### src/rtl/prio_encoder_arb_if.sv
// Request/grant bundle for prio_encoder_arb: the request side drives req/mode/grant_ready,
// the arbiter drives the registered grant and any_req.
interface prio_encoder_arb_if #(
    parameter int N     = 8,
    parameter int IDX_W = 3
);
    logic [N-1:0]     req;
    logic             mode;
    logic             grant_ready;
    logic             grant_valid;
    logic [IDX_W-1:0] grant_idx;
    logic [N-1:0]     grant_onehot;
    logic             any_req;

    // Handshake: a grant transfers on an edge with grant_valid=1 and grant_ready=1; while
    // grant_valid=1 and grant_ready=0 the grant is held stable and never revoked.
    modport master (
        output req, mode, grant_ready,
        input  grant_valid, grant_idx, grant_onehot, any_req
    );

    modport slave (
        input  req, mode, grant_ready,
        output grant_valid, grant_idx, grant_onehot, any_req
    );
endinterface

### src/rtl/prio_encoder_arb.sv
// Registered N-way priority encoder/arbiter: fixed (highest index wins) or round-robin
// selection, grant held under valid/ready, rotating pointer exposed on dbg_ptr.
module prio_encoder_arb #(
    parameter int N     = 8,
    parameter int IDX_W = 3
) (
    input  logic             clk,
    input  logic             rst,
    prio_encoder_arb_if.slave bus,
    output logic [IDX_W-1:0] dbg_ptr
);
    logic             valid_q;
    logic [IDX_W-1:0] idx_q;
    logic [N-1:0]     onehot_q;
    logic             any_q;
    logic [IDX_W-1:0] ptr_q;

    logic             load;
    logic             xfer;
    logic [IDX_W-1:0] ptr_nxt;
    logic [IDX_W-1:0] ptr_eff;
    logic [IDX_W-1:0] sel_idx;
    logic [N-1:0]     sel_onehot;
    logic [2*N-1:0]   req_dbl;
    logic [N-1:0]     req_rot;
    logic [IDX_W:0]   rr_sum;
    logic             rr_found;

    assign load    = !valid_q || bus.grant_ready;
    assign xfer    = valid_q && bus.grant_ready;
    assign ptr_nxt = (idx_q == IDX_W'(N - 1)) ? '0 : idx_q + IDX_W'(1);
    // Using the post-transfer pointer on a back-to-back load keeps the just-served source last in line.
    assign ptr_eff = (xfer && bus.mode) ? ptr_nxt : ptr_q;

    // req_rot[k] is the request of source (ptr_eff + k) mod N.
    assign req_dbl = {bus.req, bus.req};
    assign req_rot = N'(req_dbl >> ptr_eff);

    always_comb begin
        sel_idx  = '0;
        rr_sum   = '0;
        rr_found = 1'b0;
        if (!bus.mode) begin
            for (int i = 0; i < N; i++) begin
                if (bus.req[i]) sel_idx = IDX_W'(i);
            end
        end else begin
            for (int k = 0; k < N; k++) begin
                if (!rr_found && req_rot[k]) begin
                    rr_found = 1'b1;
                    rr_sum   = {1'b0, ptr_eff} + (IDX_W + 1)'(k);
                end
            end
            if (rr_sum >= (IDX_W + 1)'(N)) rr_sum = rr_sum - (IDX_W + 1)'(N);
            sel_idx = rr_sum[IDX_W-1:0];
        end
        sel_onehot = N'(1) << sel_idx;
    end

    always_ff @(posedge clk) begin
        if (rst) begin
            valid_q  <= 1'b0;
            idx_q    <= '0;
            onehot_q <= '0;
            any_q    <= 1'b0;
            ptr_q    <= '0;
        end else begin
            any_q <= |bus.req;
            if (load) begin
                valid_q  <= |bus.req;
                idx_q    <= (|bus.req) ? sel_idx : '0;
                onehot_q <= (|bus.req) ? sel_onehot : '0;
            end
            if (xfer && bus.mode) ptr_q <= ptr_nxt;
        end
    end

    assign bus.grant_valid  = valid_q;
    assign bus.grant_idx    = idx_q;
    assign bus.grant_onehot = onehot_q;
    assign bus.any_req      = any_q;
    assign dbg_ptr          = ptr_q;
endmodule

### src/flat_wrapper.sv
// flat-port wrapper written by rule: the top's interface ports become plain ports
module prio_encoder_arb_flat 
#(
    parameter int N     = 8,
    parameter int IDX_W = 3
)
  (clk, rst, dbg_ptr, bus_req, bus_mode, bus_grant_ready, bus_grant_valid, bus_grant_idx, bus_grant_onehot, bus_any_req);
  prio_encoder_arb_if #(.N(N), .IDX_W(IDX_W)) bus_i ();
  input  logic clk;
  input  logic rst;
  output logic [IDX_W-1:0] dbg_ptr;
  input wire logic [$bits(bus_i.req)-1:0] bus_req;
  input wire logic [$bits(bus_i.mode)-1:0] bus_mode;
  input wire logic [$bits(bus_i.grant_ready)-1:0] bus_grant_ready;
  output wire logic [$bits(bus_i.grant_valid)-1:0] bus_grant_valid;
  output wire logic [$bits(bus_i.grant_idx)-1:0] bus_grant_idx;
  output wire logic [$bits(bus_i.grant_onehot)-1:0] bus_grant_onehot;
  output wire logic [$bits(bus_i.any_req)-1:0] bus_any_req;
  assign bus_i.req = bus_req;
  assign bus_i.mode = bus_mode;
  assign bus_i.grant_ready = bus_grant_ready;
  assign bus_grant_valid = bus_i.grant_valid;
  assign bus_grant_idx = bus_i.grant_idx;
  assign bus_grant_onehot = bus_i.grant_onehot;
  assign bus_any_req = bus_i.any_req;
  prio_encoder_arb #(.N(N), .IDX_W(IDX_W)) u_core (.clk(clk), .rst(rst), .bus(bus_i), .dbg_ptr(dbg_ptr));
endmodule
### config.mk
export PLATFORM = sky130hd
export DESIGN_NAME = prio_encoder_arb_flat
export DESIGN_NICKNAME = d
export VERILOG_FILES = /design/src/rtl/prio_encoder_arb_if.sv /design/src/rtl/prio_encoder_arb.sv /design/src/flat_wrapper.sv
export SDC_FILE = /design/constraint.sdc
export NUM_CORES = 1
export LEC_CHECK = 0
export CAP_MARGIN = 30
export CORE_MARGIN = 2
export CORE_UTILIZATION = 55
export DETAILED_ROUTE_END_ITERATION = 16
export PLACE_DENSITY = 0.81
export SLEW_MARGIN = 20
export SYNTH_ARGS = -nofsm -noshare
export SYNTH_HDL_FRONTEND = slang
export SYNTH_SLANG_ARGS = --single-unit
### constraint.sdc
create_clock -name clk -period 4.6 [get_ports clk]
set_input_delay 1.38 -clock clk [delete_from_list [all_inputs] [get_ports clk]]
set_output_delay 1.38 -clock clk [all_outputs]
set_load 0.02 [all_outputs]
* Word level (Yosys, flattened, before mapping)
Index checks and enable logic that the tools add are counted. Widths: inputs -> output; s select.
Word-level totals: word-level logic and storage cells 73, output and inout bits 16, register bits 16, input bits 12
Operators by class: shifts and indexed selects 2, $add $sub $neg 9, equal/unequal tests 1, multiplexer cells 36, $lt $le $gt $ge 1, reduce and logical (&&, ||, !) cells 19
Operators with widths (count):
- $mux 4 | 8
- $mux 3 | 10
- $add 3x3->4 const B | 4
- $shr 16x3->8 | 1
- $mux 1 | 15
- $logic_and 1x1->1 | 9
- $add 3x2->4 const B | 2
- $logic_not 1->1 | 8
- $mux 8 | 1
- $reduce_or 8->1 | 1
- $shl 1x3->8 const A | 1
- $add 3x1->4 const B | 1
- $ge 4x4->1 const B | 1
- $mux 2 | 2
- $add 3x1->3 const B | 1
- $eq 3x3->1 const B | 1
- $sub 3x1->3 const B | 1
- $logic_or 1x1->1 | 1

* Logic depth before layout (Yosys ltp)
Gate-level depths: netlist (run 1).
word-level depth 39, depth in mapped cells 14, depth with buffers taken out 13

* Least setup slack after synthesis (run 1)
Ideal clock, no wire load.
path kind input to register, from in bus_mode, to reg u_core.onehot_q[6], in the netlist u_core.bus.grant_onehot[6], buffers on the path 2, stages on the path 12, slack 272 ps, data required time 4504 ps, arrival time 4233 ps, setup time 96 ps, cell sequence buf_6 > and3_1 > buf_6 > mux2i_4 > mux4_2 > and2_4 > a2111oi_4 > and2_4 > and3_4 > a2111oi_4 > a311o_2 > o41ai_2
On the way: word-level cells in the longest chain between the ends 38, elaborated cells on any way between the ends 53, classes of those cells add/sub: 8; order compare: 1; shift: 2; mux: 27; reduce/logical: 15
Ends and longest elaborated chain:
- from (decl) | line flat_wrapper.sv:13 | input wire logic [$bits(bus_i.mode)-1:0] bus_mode;
- $logic_and 1x1->1 | line prio_encoder_arb.sv:33 | assign ptr_eff = (xfer && bus.mode) ? ptr_nxt : ptr_q;
- $mux 3
- $shr 16x3->8 | line prio_encoder_arb.sv:37 | assign req_rot = N'(req_dbl >> ptr_eff);
- $mux 1 | line prio_encoder_arb.sv:49 | if (!rr_found && req_rot[k]) begin
- $mux 1 | line prio_encoder_arb.sv:43 | if (!bus.mode) begin
- $logic_not 1->1 | line prio_encoder_arb.sv:49
- $logic_and 1x1->1 | line prio_encoder_arb.sv:49
- $mux 1 | line prio_encoder_arb.sv:49
- [... 22 more ...]
- $logic_and 1x1->1 | line prio_encoder_arb.sv:49
- $mux 4 | line prio_encoder_arb.sv:49
- $mux 4 | line prio_encoder_arb.sv:43
- $ge 4x4->1 / $sub 3x1->3 (equally long branches) | line prio_encoder_arb.sv:54 | if (rr_sum >= (IDX_W + 1)'(N)) rr_sum = rr_sum - (IDX_W + 1)'(N);
- $mux 3 | line prio_encoder_arb.sv:54
- $mux 3 * | line prio_encoder_arb.sv:43
- $shl 1x3->8 * | line prio_encoder_arb.sv:57 | sel_onehot = N'(1) << sel_idx;
- $mux 8 * | line prio_encoder_arb.sv:72 | onehot_q <= (|bus.req) ? sel_onehot : '0;
- to (signal assigned) | line prio_encoder_arb.sv:72
- to (decl) | line prio_encoder_arb.sv:14 | logic [N-1:0] onehot_q;
Every way passes the cells marked *; elsewhere a longest branch is shown, timed or not. The select of a mux whose other input is x is not followed. A chain may end at the register's enable or synchronous reset.

* Worst setup path in the final report (run 1)
from in bus_req[7], to reg u_core.onehot_q[6], in the netlist u_core.bus.grant_onehot[6]
On the way: word-level cells in the longest chain between the ends 36, elaborated cells on any way between the ends 46, classes of those cells add/sub: 1; order compare: 1; shift: 2; mux: 27; reduce/logical: 15
Ends and longest elaborated chain:
- from (decl) | line flat_wrapper.sv:12 | input wire logic [$bits(bus_i.req)-1:0] bus_req;
- $shr 16x3->8 | line prio_encoder_arb.sv:37
- $mux 1 | line prio_encoder_arb.sv:49
- $mux 1 | line prio_encoder_arb.sv:43
- $logic_not 1->1 | line prio_encoder_arb.sv:49
- $logic_and 1x1->1 | line prio_encoder_arb.sv:49
- $mux 1 | line prio_encoder_arb.sv:49
- $mux 1 | line prio_encoder_arb.sv:43
- $logic_not 1->1 | line prio_encoder_arb.sv:49
- [... 20 more ...]
- $logic_and 1x1->1 | line prio_encoder_arb.sv:49
- $mux 4 | line prio_encoder_arb.sv:49
- $mux 4 | line prio_encoder_arb.sv:43
- $ge 4x4->1 / $sub 3x1->3 (equally long branches) | line prio_encoder_arb.sv:54
- $mux 3 | line prio_encoder_arb.sv:54
- $mux 3 | line prio_encoder_arb.sv:43
- $shl 1x3->8 | line prio_encoder_arb.sv:57
- $mux 8 * | line prio_encoder_arb.sv:72
Marks and branches as above.

==> results by stage, run 1 <==
Setup path:
- The maximum fanout encountered on the critical timing path is 7.
- The launch point of the worst reg-to-reg path is u_core.bus.grant_idx[0]$_SDFFE_PP0P_.
- The data arrival time of the worst path is 4.51 ns.
- For the worst setup path, the data required time is 4.81 ns.
- For flop-to-flop paths, the worst setup slack is 0.68 ns.
- The worst setup path startpoint is bus_req[7].
- The critical path ends at u_core.bus.grant_onehot[6]$_SDFFE_PP0P_.
- The critical setup path kind is input port to register.
- The startpoint type of the worst setup path is an input port.
- The worst setup path is captured at a register.
- Counting cells, the worst reg-to-reg path comes to 17.
- The worst reg2reg path endpoint is u_core.bus.grant_onehot[2]$_SDFFE_PP0P_.

STA:
- The final number of max-transition violations was 0.
- The worst clock skew is 0.00561 ns.
- The normalized max-slew margin is 50.1%.
- The highest achievable clock rate is 233 MHz.
- At the pin with the least slew margin, the transition time is 0.746 ns.
- Setup total negative slack on the finished layout was measured at 0 ns.
- The final setup violation count is 0.
- The shortest period the worst path allows is 4.29 ns.
- The hold violation total from the final report is 0.
- Setup repair after global routing left no endpoint under its margin.
- After layout, the worst path uses 93.3% of the clock period.

Die:
- The die covers 3990 um^2.
- The initialized floorplan defines 21 standard-cell rows.
- Pin placement for this block handled 28 I/O pins.
- The die is 63.2 um wide.
- The die is 63.2 um tall.
- The effective utilization at floorplan is 57.3%.
- The area of the core region is 3360 um^2.

Clock network:
- The clock passes through at most 2 buffers.
- The number of sinks handled by clock tree synthesis is 16.
- CTS built an H-tree with a depth of 1.
- The later pin in the worst-skew pair is clocked with a latency of 0.31 ns.
- CTS placed an instance of sky130_fd_sc_hd__clkbuf_4 at the clock tree root.
- TritonCTS built the clock tree.
- After clock tree synthesis, the clock-pin slew on the worst setup and hold paths is 0.10 ns.
- The CTS buffer count is 3.
- Buffers inserted to repair hold after CTS numbered 0.

Power:
- The reported leakage power is 1.11 nW.
- The power density normalized to cell area is 256 nW/um^2.
- The worst supply voltage drop on vdd is 239 uV.

Yosys:
- The post-synthesis sequential element count is 16.
- The area share of and/or/nand/nor cells after synthesis is 24.3%.
- Summing the sequential cell areas from Yosys gives 16.6% of the chip area.
- Of the total synthesized cell area, the portion taken by XOR and XNOR cells is 0.909%.
- The synthesized netlist occupies a cell area of 1930 um^2.
- After synthesis, the share of flip-flops with an asynchronous set or reset is 0%.
- The net count after synthesis is 248.
- The synthesized netlist devotes 2.60% of its cell area to adder and majority cells.
- The post-synthesis compound-gate area fraction is 36.7%.
- The flip-flop cell with the highest count after synthesis is sky130_fd_sc_hd__dfxtp_1.
- The number of enable-type register cells in the synthesized netlist is 0.
- The largest family of logic cells by synthesized area is compound AO/OA/AOI/OAI gates.
- Yosys attributes the largest share of cell area to sky130_fd_sc_hd__dfxtp_1, sky130_fd_sc_hd__mux2i_4, sky130_fd_sc_hd__nor2_1, sky130_fd_sc_hd__nand2_1, sky130_fd_sc_hd__mux2i_1.
- The number of warning messages in the yosys log is 0.
- By count the netlist is led by sky130_fd_sc_hd__nor2_1, sky130_fd_sc_hd__nand2_1, sky130_fd_sc_hd__dfxtp_1, sky130_fd_sc_hd__o21ai_0, sky130_fd_sc_hd__a21oi_1.
- The count of unique library cells instantiated by Yosys is 65.
- The top cell type by area accounts for 16.6% of the synthesized area.
- The post-synthesis cell type with the largest combined area is sky130_fd_sc_hd__dfxtp_1.
- The mux contribution to synthesized area is 12.0%.
- Synthesis produced 232 cells.
- In the post-synthesis netlist, the cell with the most instances is sky130_fd_sc_hd__nor2_1.
- The per-instance average area after synthesis is 8.31 um^2.

Global route:
- The first global-routing pass estimated 11100 um of wire.
- Global routing used 34.9% of the available tracks.
- Entering global routing, the biggest net connects 13 pins.
- The initial antenna violation count came to 0.
- The number of global-route vias before repair is 2283.
- The aggregate global routing overflow is 0.

Detailed routing:
- The total length of routed wires is 6930 um.
- The final route contains 2364 vias.
- The detail-routed via count per cell is 6.57.
- The pre-antenna-repair detailed-routing pass consisted of 5 iterations.
- In the final routed layout, each cell accounts on average for 19.2 um.
- The post-route antenna net violation count is 0.
- In the routed design, unresolved DRC markers number 0.
- The detailed router finished its first iteration with 247 violations.

Placement:
- In this run the cell area measured after placement is 2620 um^2.
- The final HPWL from detailed placement is 5330 um.
- Port buffering added 27 buffers.
- Routability-driven placement finished with a final weighted congestion of 0.978.

Cells and area:
- The layout overhead on the synthesized area is 40.3%.
- The final design area excluding fillers is 2700 um^2.
- The net count of the finished layout is 331.
- The number of antenna diodes is 0.
- The final-layout fill cell count is 233.
- In the final layout, the share of cells above drive strength 1 is 35.0%.

Hold path:
- The worst hold path belongs to the class register to register.
- Counting instances, the worst hold path has a depth of 2.

Flow run:
- The max-cap check violation count is 0.

Run status:
- The run finished with clean final reports.
logic make-up after synthesis:
family | count (synthesis)
simple gates | 88
compound gates | 84
buf+inv | 22
mux | 16
flops | 16
fa+ha+maj | 4
xor+xnor | 2
state kept, by name (all words and copies together) (netlist names):
| register | count |
|---|---|
| u_core.bus.any_req | 1 |
| u_core.bus.grant_valid | 1 |
| u_core.bus.grant_onehot | 8 |
| u_core.bus.grant_idx | 3 |
| u_core.dbg_ptr | 3 |
worst max-delay path, stage by stage:
cell and delay (ns):
sky130_fd_sc_hd__clkdlybuf4s50_1 0.47, sky130_fd_sc_hd__or3b_2 0.44, sky130_fd_sc_hd__a21oi_1 0.25, sky130_fd_sc_hd__or2_2 0.24, sky130_fd_sc_hd__nor2_1 0.09, sky130_fd_sc_hd__a211oi_2 0.33, sky130_fd_sc_hd__buf_4 0.22, sky130_fd_sc_hd__o21ai_1 0.08
sky130_fd_sc_hd__o22ai_2 0.20, sky130_fd_sc_hd__a2111oi_4 0.12, sky130_fd_sc_hd__a311o_2 0.42, sky130_fd_sc_hd__o41ai_2 0.27
power breakdown:
group	switching (mW)	internal [mW]
clock	0.0493	0.0484
combinational	0.224	0.207
sequential	0.0133	0.150
total	0.287	0.406
layout by cell type, fill, tap and decap left out, drive strengths merged, types with 3 or more instances in the layout:
cell	synthesis	layout
o22ai	5	5
nand2	21	21
mux2	4	4
inv	9	9
a32o	5	5
o211ai	9	9
a211o	4	4
o311ai	3	3
or2	4	4
nor3	6	6
o21ai	14	14
o31ai	4	4
nor4	6	6
and3	6	6
mux2i	11	11
nor2	22	22
a211oi	4	4
dfxtp	16	16
and2	5	5
a311oi	5	5
nand2b	5	5
clkbuf	8	4
nand3	8	8
buf	4	64
ha	4	4
clkdlybuf4s50	0	25
a21oi	10	10
per-layer routing:
metal	vias to the layer above	global-route usage [%]	wire length [um]
li1	1070	-	-
met2	144	60.9	3420
met5	-	0	0
met3	21	4.11	525
met1	1129	43.8	2790
met4	0	13.3	187
layout make-up:
cell class / instances / area, um^2 / area share, %
Multi-Input combinational cell: 194 / 1490 / 55.0
Timing Repair Buffer: 91 / 768 / 28.4
Sequential cell: 16 / 320 / 11.8
Tap cell: 46 / 57.6 / 2.13
Clock buffer: 4 / 36.3 / 1.34
Inverter: 9 / 33.8 / 1.25
through the flow:
stage / hold slack [ns] / setup WS, ns / total power, mW / util (%) / instances
3_5_place_dp: 0.451 / -0.225 / 0.572 / 77.9 / 352
5_1_grt: 0.498 / 0.121 / 0.723 / 80.4 / 360
4_1_cts: 0.468 / 0.0811 / 0.673 / 78.9 / 356
6_report: 0.468 / 0.307 / 0.692 / 80.4 / 360
3_3_place_gp: 0.436 / -0.129 / 0.561 / 77.9 / 352
2_1_floorplan: 0.533 / 0.272 / 0.404 / - / 232
what timing repair did:
item,4_1_cts,5_1_grt
setup buffers,0,4
endpoints found under the setup margin,0,8
resized for setup,0,7
worst min-delay path by stage:
stage / start / to
floorplan: u_core.bus.grant_onehot[3]$_SDFFE_PP0P_ / u_core.bus.grant_onehot[3]$_SDFFE_PP0P_
global placement: u_core.bus.grant_onehot[3]$_SDFFE_PP0P_ / u_core.bus.grant_onehot[3]$_SDFFE_PP0P_
detailed placement: u_core.bus.grant_onehot[7]$_SDFFE_PP0P_ / u_core.bus.grant_onehot[7]$_SDFFE_PP0P_
CTS: u_core.bus.grant_onehot[7]$_SDFFE_PP0P_ / u_core.bus.grant_onehot[7]$_SDFFE_PP0P_
global route: u_core.bus.grant_onehot[7]$_SDFFE_PP0P_ / u_core.bus.grant_onehot[7]$_SDFFE_PP0P_
finish: u_core.bus.grant_onehot[7]$_SDFFE_PP0P_ / u_core.bus.grant_onehot[7]$_SDFFE_PP0P_
Note: power is estimated with default switching activity, not from simulation.
==> run 2, diff against run 1 <==
CORE_MARGIN = default   (was 2)
==> results by stage, run 2 (synthesis results as in run 1) <==
Setup path:
- The worst setup path startpoint is bus_req[5].
- The startpoint type of the worst setup path is an input port.
- The setup slack of the worst register-to-register path was 0.79 ns (+0.11 ns).
- Following the worst setup path forward leads to its endpoint at u_core.bus.grant_onehot[6]$_SDFFE_PP0P_.
- The maximum fanout encountered on the critical timing path is 11 (+4).
- The worst reg-to-reg path cell count is 12 (-5).
- The data arrival time of the worst path is 4.56 ns (+0.05 ns).
- The startpoint identified for the worst register-to-register timing path is u_core.bus.grant_idx[0]$_SDFFE_PP0P_.
- In this run the critical register-to-register path is captured at u_core.bus.grant_onehot[6]$_SDFFE_PP0P_.
- The worst setup path is of the input port to register kind.
- The worst endpoint required time is 4.80 ns (about the same).
- The capturing element type of the critical path is a register.

Hold path:
- The worst min-delay path class is register to register.
- The start point of the worst min-delay path is u_core.bus.grant_onehot[7]$_SDFFE_PP0P_.
- The count of cells along the worst hold path is 2 (unchanged).

Global route:
- The maximum number of pins on one net before global-route repair was 13 (unchanged).
- The number of global-route vias before repair is 2166 (-5.1%).
- The global-route wire length before repair is 9890 um (-11%).
- The initial antenna violation count is 0 (unchanged).
- The aggregate global routing overflow was 0 (unchanged).
- The overall routing resource usage is 35.6% (+0.76 points).

Cells and area:
- Leaving out fill and tap cells, the most frequent cell in the layout is sky130_fd_sc_hd__buf_4.
- The final net count is 331 (unchanged).
- The flip-flop count of the largest register after layout came to 8 (unchanged).
- The fraction of layout instances using a drive strength above 1 came to 35.7% (+0.64 points).
- The final design area excluding fillers was 2730 um^2 (+0.93%).
- The number of antenna diodes was 0 (unchanged).
- Relative to the synthesized area, the layout overhead comes to 41.6%.
- In the layout the commonest cells are sky130_fd_sc_hd__buf_4, sky130_fd_sc_hd__clkdlybuf4s50_1, sky130_fd_sc_hd__nor2_1, sky130_fd_sc_hd__nand2_1, sky130_fd_sc_hd__dfxtp_1.

Detailed routing:
- The total length of routed wires came to 6800 um (-1.8%).
- The amount of wire on met2 after detailed routing was 3310 um (-3.2%).
- The post-route antenna net violation count is 0 (unchanged).
- The met3 wire length is 592 um (+13%).
- The total routed wire length on the met1 layer is 2750 um (-1.5%).
- The via count of the routed design is 2347 (-0.72%).
- The number of iterations in the first detailed-routing pass was 5 (unchanged).
- The detail-routed via count per cell is 6.52 (-0.72%).
- The remaining routing DRC violations is 0 (unchanged).
- The uppermost metal layer occupied by signal nets is met4.
- The violation count after the first detailed-route iteration is 270 (+9.3%).
- The detailed-route wire length per cell is 18.9 um (-1.8%).

Die:
- The number of rows created at floorplan is 21 (unchanged).
- The effective utilization at floorplan came to 57.7% (+0.45 points).
- The full die area was 3740 um^2 (-6.2%).
- The chip width came to 61.2 um (-3.2%).
- The count of pins on the block boundary is 28 (unchanged).
- The area of the core region was 3340 um^2 (-0.78%).
- The floorplan die height is 61.2 um (-3.2%).

Clock network:
- The number of hold-repair buffers added at the cts stage came to 0 (unchanged).
- TritonCTS built the clock tree.
- The CTS buffer count is 3 (unchanged).
- The number of H-tree levels came to 1 (unchanged).
- The cell chosen for the clock root is sky130_fd_sc_hd__clkbuf_4.
- The number of sinks handled by clock tree synthesis is 16 (unchanged).
- The number of buffers on the longest clock path is 2 (unchanged).
- The clock latency on the worst-skew pair is 0.29 ns (-0.02 ns).
- The clock-pin slew on the worst setup and hold paths is 0.09 ns (about the same).

Run status:
- The flow ran to the end, and the final reports show no timing, DRC or antenna violations.

Flow run:
- The max-cap check violation count is 0 (unchanged).

STA:
- The highest achievable clock rate is 230 MHz (-1.4%).
- The final clock period utilization by the worst path was 94.6% (+1.3 points).
- The final setup violation count came to 0 (unchanged).
- The shortest period the worst path allows came to 4.35 ns (+0.0612 ns).
- Setup repair after global routing left no endpoint under its margin.
- The worst clock skew is 0.00242 ns (-0.00318 ns).
- The final sum of negative setup slack was 0 ns (unchanged).
- The least setup slack across all paths after layout came to 0.246 ns (-0.0612 ns).
- The hold violation total from the final report was 0 (unchanged).
- The final number of max-transition violations was 0 (unchanged).
- The measured slew at the worst slew-check pin is 0.872 ns (+0.125 ns).
- The normalized max-slew margin is 41.2% (-8.9 points).

Placement:
- The total of buffers placed on input and output ports came to 27 (unchanged).
- The placer's final routability congestion estimate was 1.01 (+3.7%).
- The post-placement worst setup slack was -0.261 ns (-0.0361 ns).
- The post-place instance area is 2650 um^2 (+1.1%).
- The final HPWL from detailed placement is 5210 um (-2.2%).

Power:
- The reported leakage power is 1.11 nW (+0.67%).
- The power density normalized to cell area came to 251 nW/um^2 (-1.7%).
- The worst supply voltage drop on vdd is 261 uV (+9.1%).
-- run 2: through the flow --
| stage | power [mW] | instances | util [%] | hold WS, ns |
|---|---|---|---|---|
| final | 0.686 | 360 | 81.8 | 0.481 |
| after global routing | 0.714 | 360 | 81.8 | 0.497 |
| after CTS | 0.665 | 358 | 80.4 | 0.472 |
| after detailed placement | 0.571 | 354 | 79.3 | 0.444 |
| after global placement | 0.561 | 354 | 79.3 | 0.441 |
| after floorplan | 0.404 | 232 | - | 0.533 |
-- run 2: routing by layer --
| metal | up-vias | track usage [%] |
|---|---|---|
| met5 | - | 0 |
| met4 | 0 | 10.4 |
| met3 | 16 | 4.83 |
| met2 | 166 | 63.5 |
| met1 | 1093 | 44.6 |
| li1 | 1072 | - |
-- run 2: critical path, cell delays in order --
cell,delay (ns)
sky130_fd_sc_hd__clkdlybuf4s50_1,0.46
sky130_fd_sc_hd__buf_4,0.20
sky130_fd_sc_hd__mux2i_1,0.14
sky130_fd_sc_hd__nor2_1,0.07
sky130_fd_sc_hd__a311oi_1,0.37
sky130_fd_sc_hd__buf_4,0.21
sky130_fd_sc_hd__and2b_1,0.21
sky130_fd_sc_hd__a211oi_4,0.08
sky130_fd_sc_hd__nor4_4,0.42
sky130_fd_sc_hd__and3_4,0.27
sky130_fd_sc_hd__a2111oi_4,0.04
sky130_fd_sc_hd__a311o_2,0.42
sky130_fd_sc_hd__o41ai_2,0.27
-- run 2: report_power, final --
group          switching [mW]  internal, mW
combinational           0.225         0.204
clock                  0.0457        0.0483
sequential             0.0131         0.150
-- run 2: worst min-delay path by stage --
| stage | endpoint | slack, ns |
|---|---|---|
| 2_1_floorplan | u_core.bus.grant_onehot[3]$_SDFFE_PP0P_ | 0.53 |
| 3_3_place_gp | u_core.bus.grant_onehot[3]$_SDFFE_PP0P_ | 0.44 |
| 3_5_place_dp | u_core.bus.grant_onehot[6]$_SDFFE_PP0P_ | 0.44 |
| 4_1_cts | u_core.bus.grant_onehot[7]$_SDFFE_PP0P_ | 0.47 |
| 5_1_grt | u_core.bus.grant_onehot[6]$_SDFFE_PP0P_ | 0.50 |
| 6_report | u_core.bus.grant_onehot[7]$_SDFFE_PP0P_ | 0.48 |
-- run 2: final cells by class --
class / count / area (um^2)
multi-input cells: 194 / 1500
repair buffers: 91 / 781
fillers: 225 / 608
flip-flops and latches: 16 / 320
well taps: 46 / 57.6
clock buffers: 4 / 36.3
inverters: 9 / 33.8
-- run 2: what timing repair did --
action,in CTS,in global routing
buffers inserted,0,2
endpoints found under the setup margin,0,9
gates resized for setup,0,10
==> run 3, diff against run 2 <==
SLEW_MARGIN = 40   (was 20)
==> results of run 3 <==
No change in the layout: final DEF, timing and power equal those of run 2.
